**src/rtl/seg_scan_ctrl.sv**
```systemverilog
// rtl/seg_scan_ctrl.sv - time-multiplexed 7-segment digit scan scheduler
//
// Shares one BCD-to-7-segment decoder across DIGITS digits. Each digit gets
// GUARD_CYCLES blanked clocks followed by DWELL_CYCLES driven clocks. The
// displayed value is snapshotted once per frame so a frame is never torn.
//
// Ports:
//   clk        system clock, rising edge
//   rst        synchronous active-high reset
//   en         scan enable; 0 forces the display off and abandons the frame
//   lz_en      leading-zero suppression enable (used live)
//   value      packed BCD, digit k = value[4k+3:4k], k=0 rightmost
//   bcd        code to the shared decoder
//   an         one-hot digit enable, active-high
//   blank      1 = decoder output forced off
//   frame_tick one-cycle pulse in the last driven cycle of each frame

module seg_scan_ctrl #(
    parameter int DIGITS       = 4,
    parameter int DWELL_CYCLES = 50000,
    parameter int GUARD_CYCLES = 64
) (
    input  logic                  clk,
    input  logic                  rst,
    input  logic                  en,
    input  logic                  lz_en,
    input  logic [4*DIGITS-1:0]   value,
    output logic [3:0]            bcd,
    output logic [DIGITS-1:0]     an,
    output logic                  blank,
    output logic                  frame_tick
);

    localparam int IW   = (DIGITS > 2) ? $clog2(DIGITS) : 1;
    localparam int TMAX = (DWELL_CYCLES > GUARD_CYCLES) ? DWELL_CYCLES : GUARD_CYCLES;
    localparam int TW   = (TMAX > 1) ? $clog2(TMAX) : 1;

    localparam logic [IW-1:0] LAST_IDX  = IW'(DIGITS - 1);
    localparam logic [TW-1:0] GUARD_TOP = TW'(GUARD_CYCLES - 1);
    localparam logic [TW-1:0] DWELL_TOP = TW'(DWELL_CYCLES - 1);

    typedef enum logic [1:0] {
        S_IDLE  = 2'd0,
        S_GUARD = 2'd1,
        S_DRIVE = 2'd2
    } state_t;

    state_t                 state, state_n;
    logic [IW-1:0]          idx, idx_n;
    logic [TW-1:0]          timer, timer_n;
    logic [4*DIGITS-1:0]    snapshot, snap_n;

    logic [3:0]             bcd_d;
    logic [DIGITS-1:0]      an_d;
    logic                   blank_d;
    logic                   tick_d;
    logic                   suppressed;
    logic                   upper_zero;

    // State and output registers. Outputs are computed from the next-state
    // values so they line up exactly with the state they describe.
    always_ff @(posedge clk) begin
        if (rst) begin
            state      <= S_IDLE;
            idx        <= '0;
            timer      <= '0;
            snapshot   <= '0;
            bcd        <= '0;
            an         <= '0;
            blank      <= 1'b1;
            frame_tick <= 1'b0;
        end else begin
            state      <= state_n;
            idx        <= idx_n;
            timer      <= timer_n;
            snapshot   <= snap_n;
            bcd        <= bcd_d;
            an         <= an_d;
            blank      <= blank_d;
            frame_tick <= tick_d;
        end
    end

    // Next-state logic
    always_comb begin
        state_n = state;
        idx_n   = idx;
        timer_n = timer;
        snap_n  = snapshot;
        case (state)
            S_IDLE: begin
                if (en) begin
                    state_n = S_GUARD;
                    idx_n   = '0;
                    timer_n = GUARD_TOP;
                    snap_n  = value;
                end
            end
            S_GUARD: begin
                if (timer == '0) begin
                    state_n = S_DRIVE;
                    timer_n = DWELL_TOP;
                end else begin
                    timer_n = timer - TW'(1);
                end
            end
            S_DRIVE: begin
                if (timer == '0) begin
                    state_n = S_GUARD;
                    timer_n = GUARD_TOP;
                    if (idx == LAST_IDX) begin
                        idx_n  = '0;
                        snap_n = value;
                    end else begin
                        idx_n = idx + IW'(1);
                    end
                end else begin
                    timer_n = timer - TW'(1);
                end
            end
            default: begin
                state_n = S_IDLE;
                idx_n   = '0;
                timer_n = '0;
            end
        endcase
        // Dropping enable abandons the frame from any state.
        if (!en) begin
            state_n = S_IDLE;
            idx_n   = '0;
            timer_n = '0;
        end
    end

    // Output logic (registered above)
    always_comb begin
        // Walk from the most significant digit down so upper_zero covers
        // digits k..DIGITS-1 when digit k is reached.
        suppressed = 1'b0;
        upper_zero = 1'b1;
        for (int k = DIGITS - 1; k >= 1; k--) begin
            upper_zero = upper_zero & (snap_n[4*k +: 4] == 4'h0);
            if (k == int'(idx_n)) begin
                suppressed = lz_en & upper_zero;
            end
        end

        bcd_d   = snap_n[4*int'(idx_n) +: 4];
        an_d    = '0;
        blank_d = 1'b1;
        if (state_n == S_DRIVE && !suppressed) begin
            an_d    = DIGITS'(1) << idx_n;
            blank_d = 1'b0;
        end
        tick_d = (state_n == S_DRIVE) && (timer_n == '0) && (idx_n == LAST_IDX);
    end

endmodule

```
**config.mk**
```make
export PLATFORM = sky130hd
export DESIGN_NAME = seg_scan_ctrl
export DESIGN_NICKNAME = d
export VERILOG_FILES = /design/src/rtl/seg_scan_ctrl.sv
export SDC_FILE = /design/constraint.sdc
export NUM_CORES = 1
export LEC_CHECK = 0
export CORE_UTILIZATION = 60
export CTS_CLUSTER_DIAMETER = 100
export CTS_CLUSTER_SIZE = 12
export DETAILED_ROUTE_END_ITERATION = 16
export GPL_TIMING_DRIVEN = 0
export PLACE_DENSITY = 0.93
export SYNTH_ARGS = -nofsm -noshare
export SYNTH_HDL_FRONTEND = slang
export SYNTH_SLANG_ARGS = --single-unit
```
**constraint.sdc**
```tcl
create_clock -name clk -period 7.4 [get_ports clk]
set_input_delay 1.48 -clock clk [delete_from_list [all_inputs] [get_ports clk]]
set_output_delay 1.48 -clock clk [all_outputs]
set_load 0.01 [all_outputs]
```
==> metrics.txt <==
DR pass1 iterations=6; Vias=~2800; post-DP HPWL=roughly 5200 µm; I/O pins=30; family with the most delay on the worst path=buffers and inverters; slowest CP cell=clkdlybuf4s50_1; cell depth of the worst min-delay path=2; routability cong.=0.908; share of cells above drive strength 1=11.0%; drc violations=0; LEAKAGE=approximately 0.0013 µW; die width=71.1 µm; Power Density=~190 mW/mm²; CTS tree=yes; R2R setup slack=4.55 ns; status=completed; first-pass GRT wire length=12000 µm; Tot Pwr=between 600 and 700 µW; CP Data Required Time=roughly 7.6 ns; clk_lat worst skew=0.31 ns; syn nets=roughly 360; ANT cells=0; Tmin final=3.71 ns; Starting Density=about 64%; Total Routing Usage GR=30.2%; Final Util=74.5%; CP arrival=3.90 ns; register area share after synthesis=approximately 32%; Seq cells post-synth=between 40 and 50; Hold Path Sink=timer[6]; vias per cell=6.53; worst stage delay on the critical path=~0.53 ns; min-delay src=timer[6]; Synth Area per Inst=8.53 µm²; Tcrit/Tclk final=50.2%; ys flop type=dfxtp_1; CTS H-tree lvls=2; Final nets=399; CTS clk-pin slew, worst paths=0.09 ns; Overflow after GRT=0; Cells after Synth=about 340; library cells used by synthesis=63; Max-Cap Viols=0; Post-CTS Resized=0; Worst Hold Class=reg -> reg; number of synthesized flops with an enable pin=0; Fmax=around 270 MHz; ys async rst share=0%; Chip Height=71.1 µm; CP Launch Type=input pin; CTS Buffer Depth=2; Core Area=~0.0045 mm²; RR Startpoint=state[0]; GR Util met2=52.0%; vias in the first global route=roughly 2600; Max transition margin=50.2%; worst setup skew after layout=0.00856 ns; Row Count=24; antenna-violating nets left=0; Sink Count=46; setup violators final=0; GR peak layer=met2; Final Max Tran Viols=0; Area Growth Syn to Fin=16.2%; worst vdd ir=0.127 mV; Buffers on Ports=29; met1 usage=36.4%; Setup Crit Path Kind=in -> reg; Final Hold Viols=0; Critical Path Sink Type=flop; post-CTS setup buffer count=0; antenna violations before repair=0; CTS Buf Count=5; worst-path cell chain=clkdlybuf4s50_1 -> buf_6 -> clkbuf_1 -> inv_1 -> nor2_2 -> mux2_2 -> mux2i_1 -> nor2_1; die footprint=approximately 0.0051 mm²; WL/cell=17.3 µm; Yosys warning total=0; Post-Syn Area=0.00287 mm²; worst-path maximum fanout=10; CTS root buf=clkbuf_8; Initial DRC Count=between 200 and 250; met3 Resource Use GR=5.98%; largest net degree at the start of global routing=14; Post-Route WL=7340 µm; Fin Setup TNS=0 ns; RSZ-0062 raised after global routing=no; actual slew at the worst max-slew pin=0.744 ns; hold buffers post-CTS=0; R2R depth=10; Worst Path Buf+Inv=4; reg2reg end=bcd[3]
[worst max-delay path by stage]
stage                     cells after the start  endpoint  slack [ns]  start
after floorplan                               8     an[1]        4.32     en
after detailed placement                      8    bcd[3]        3.47     en
after global placement                        8    bcd[3]        3.48     en
final                                         8    bcd[3]        3.69     en
after global routing                          8    bcd[3]        3.59     en
after CTS                                     8    bcd[3]        3.79     en
[cells by family (layout without fill, tap and decap cells)]
| group | count (synthesis) | in the layout | synth area share, % |
|---|---|---|---|
| simple gates | 134 | 134 | 24.1 |
| compound gates | 78 | 78 | 19.5 |
| flops | 46 | 46 | 32.1 |
| mux | 33 | 33 | 12.0 |
| buf+inv | 26 | 63 | 5.59 |
| xor+xnor | 12 | 12 | 3.67 |
| fa+ha+maj | 7 | 7 | 3.06 |
[cells in the mapped netlist (7+ instances only)]
cell,count,area [µm²]
nor3_1,9,45.0
dfxtp_1,46,921
a22oi_1,8,60.1
inv_1,9,33.8
nor2_1,51,191
o21ai_0,7,35.0
nand2_1,30,113
a21oi_1,20,100
o2bb2ai_1,8,70.1
mux2_2,10,113
ha_1,7,87.6
mux2i_1,23,230
nand3_1,8,40.0
[where the power goes]
group | switching, µW | leakage, µW | internal [µW] | total [µW]
clock network | 88.6 | 0.0000575 | 94.4 | 183
logic | 95.0 | 0.000854 | 74.4 | 169
registers | 11.4 | 0.000376 | 261 | 273
[flip-flops by register name, summed over array words and instances (netlist names)]
| signal | cells |
|---|---|
| an | 4 |
| bcd | 4 |
| blank | 1 |
| frame_tick | 1 |
| idx | 2 |
| snapshot | 16 |
| state | 2 |
| timer | 16 |
[cell type report]
cell class                      count  area, µm²
Sequential cell                    46        921
Clock buffer                        8        110
Multi-Input combinational cell    264       1790
Buffer                             16        123
Tap cell                           52       65.1
Inverter                           10       37.5
Fill cell                         321       1140
Timing Repair Buffer               29        290
[worst reg2reg max path, cell delays in order (launching register included)]
cell and delay (ns):
dfxtp_1 0.35, inv_1 0.10, ha_1 0.16, buf_6 0.13
clkinv_1 0.26, nor4b_1 0.54, a211oi_2 0.26, nor2_2 0.35
mux2_2 0.39, mux2i_1 0.13, nor2_1 0.06
[stage by stage]
| stage | setup WS, ns | instance area [µm²] | cells | hold WS (ns) |
|---|---|---|---|---|
| global placement | 3.48 | 3220 | 417 | 0.490 |
| global route | 3.59 | 3330 | 425 | 0.555 |
| detailed placement | 3.47 | 3220 | 417 | 0.491 |
| finish | 3.69 | 3330 | 425 | 0.550 |
| CTS | 3.79 | 3330 | 425 | 0.539 |
| floorplan | 4.32 | 2870 | 336 | 0.455 |
[layer usage]
metal	up-vias	routed length, µm
met2	147	3610
met3	26	572
li1	1308	-
met5	-	0
met1	1295	2940
met4	0	217
[cell usage in the layout, fill, tap and decap left out, types with 3 or more instances in the layout]
cell / netlist / final
nor2_1: 51 / 51
clkbuf_1: 5 / 5
o221ai_1: 4 / 4
mux2_2: 10 / 10
nor3_1: 9 / 9
a21boi_0: 3 / 3
a21oi_1: 20 / 20
nand3_1: 8 / 8
nand2_1: 30 / 30
a31oi_1: 3 / 3
a22oi_1: 8 / 8
o211ai_1: 3 / 3
clkdlybuf4s50_1: 0 / 29
inv_1: 9 / 9
xor2_1: 6 / 6
o21ai_0: 7 / 7
ha_1: 7 / 7
o2bb2ai_1: 8 / 8
nor4_1: 3 / 3
clkbuf_8: 0 / 8
nor2b_1: 6 / 6
buf_6: 6 / 6
dfxtp_1: 46 / 46
xnor2_1: 6 / 6
a41oi_1: 3 / 3
mux2i_1: 23 / 23
No activity file was read; power rests on OpenSTA's default activity.
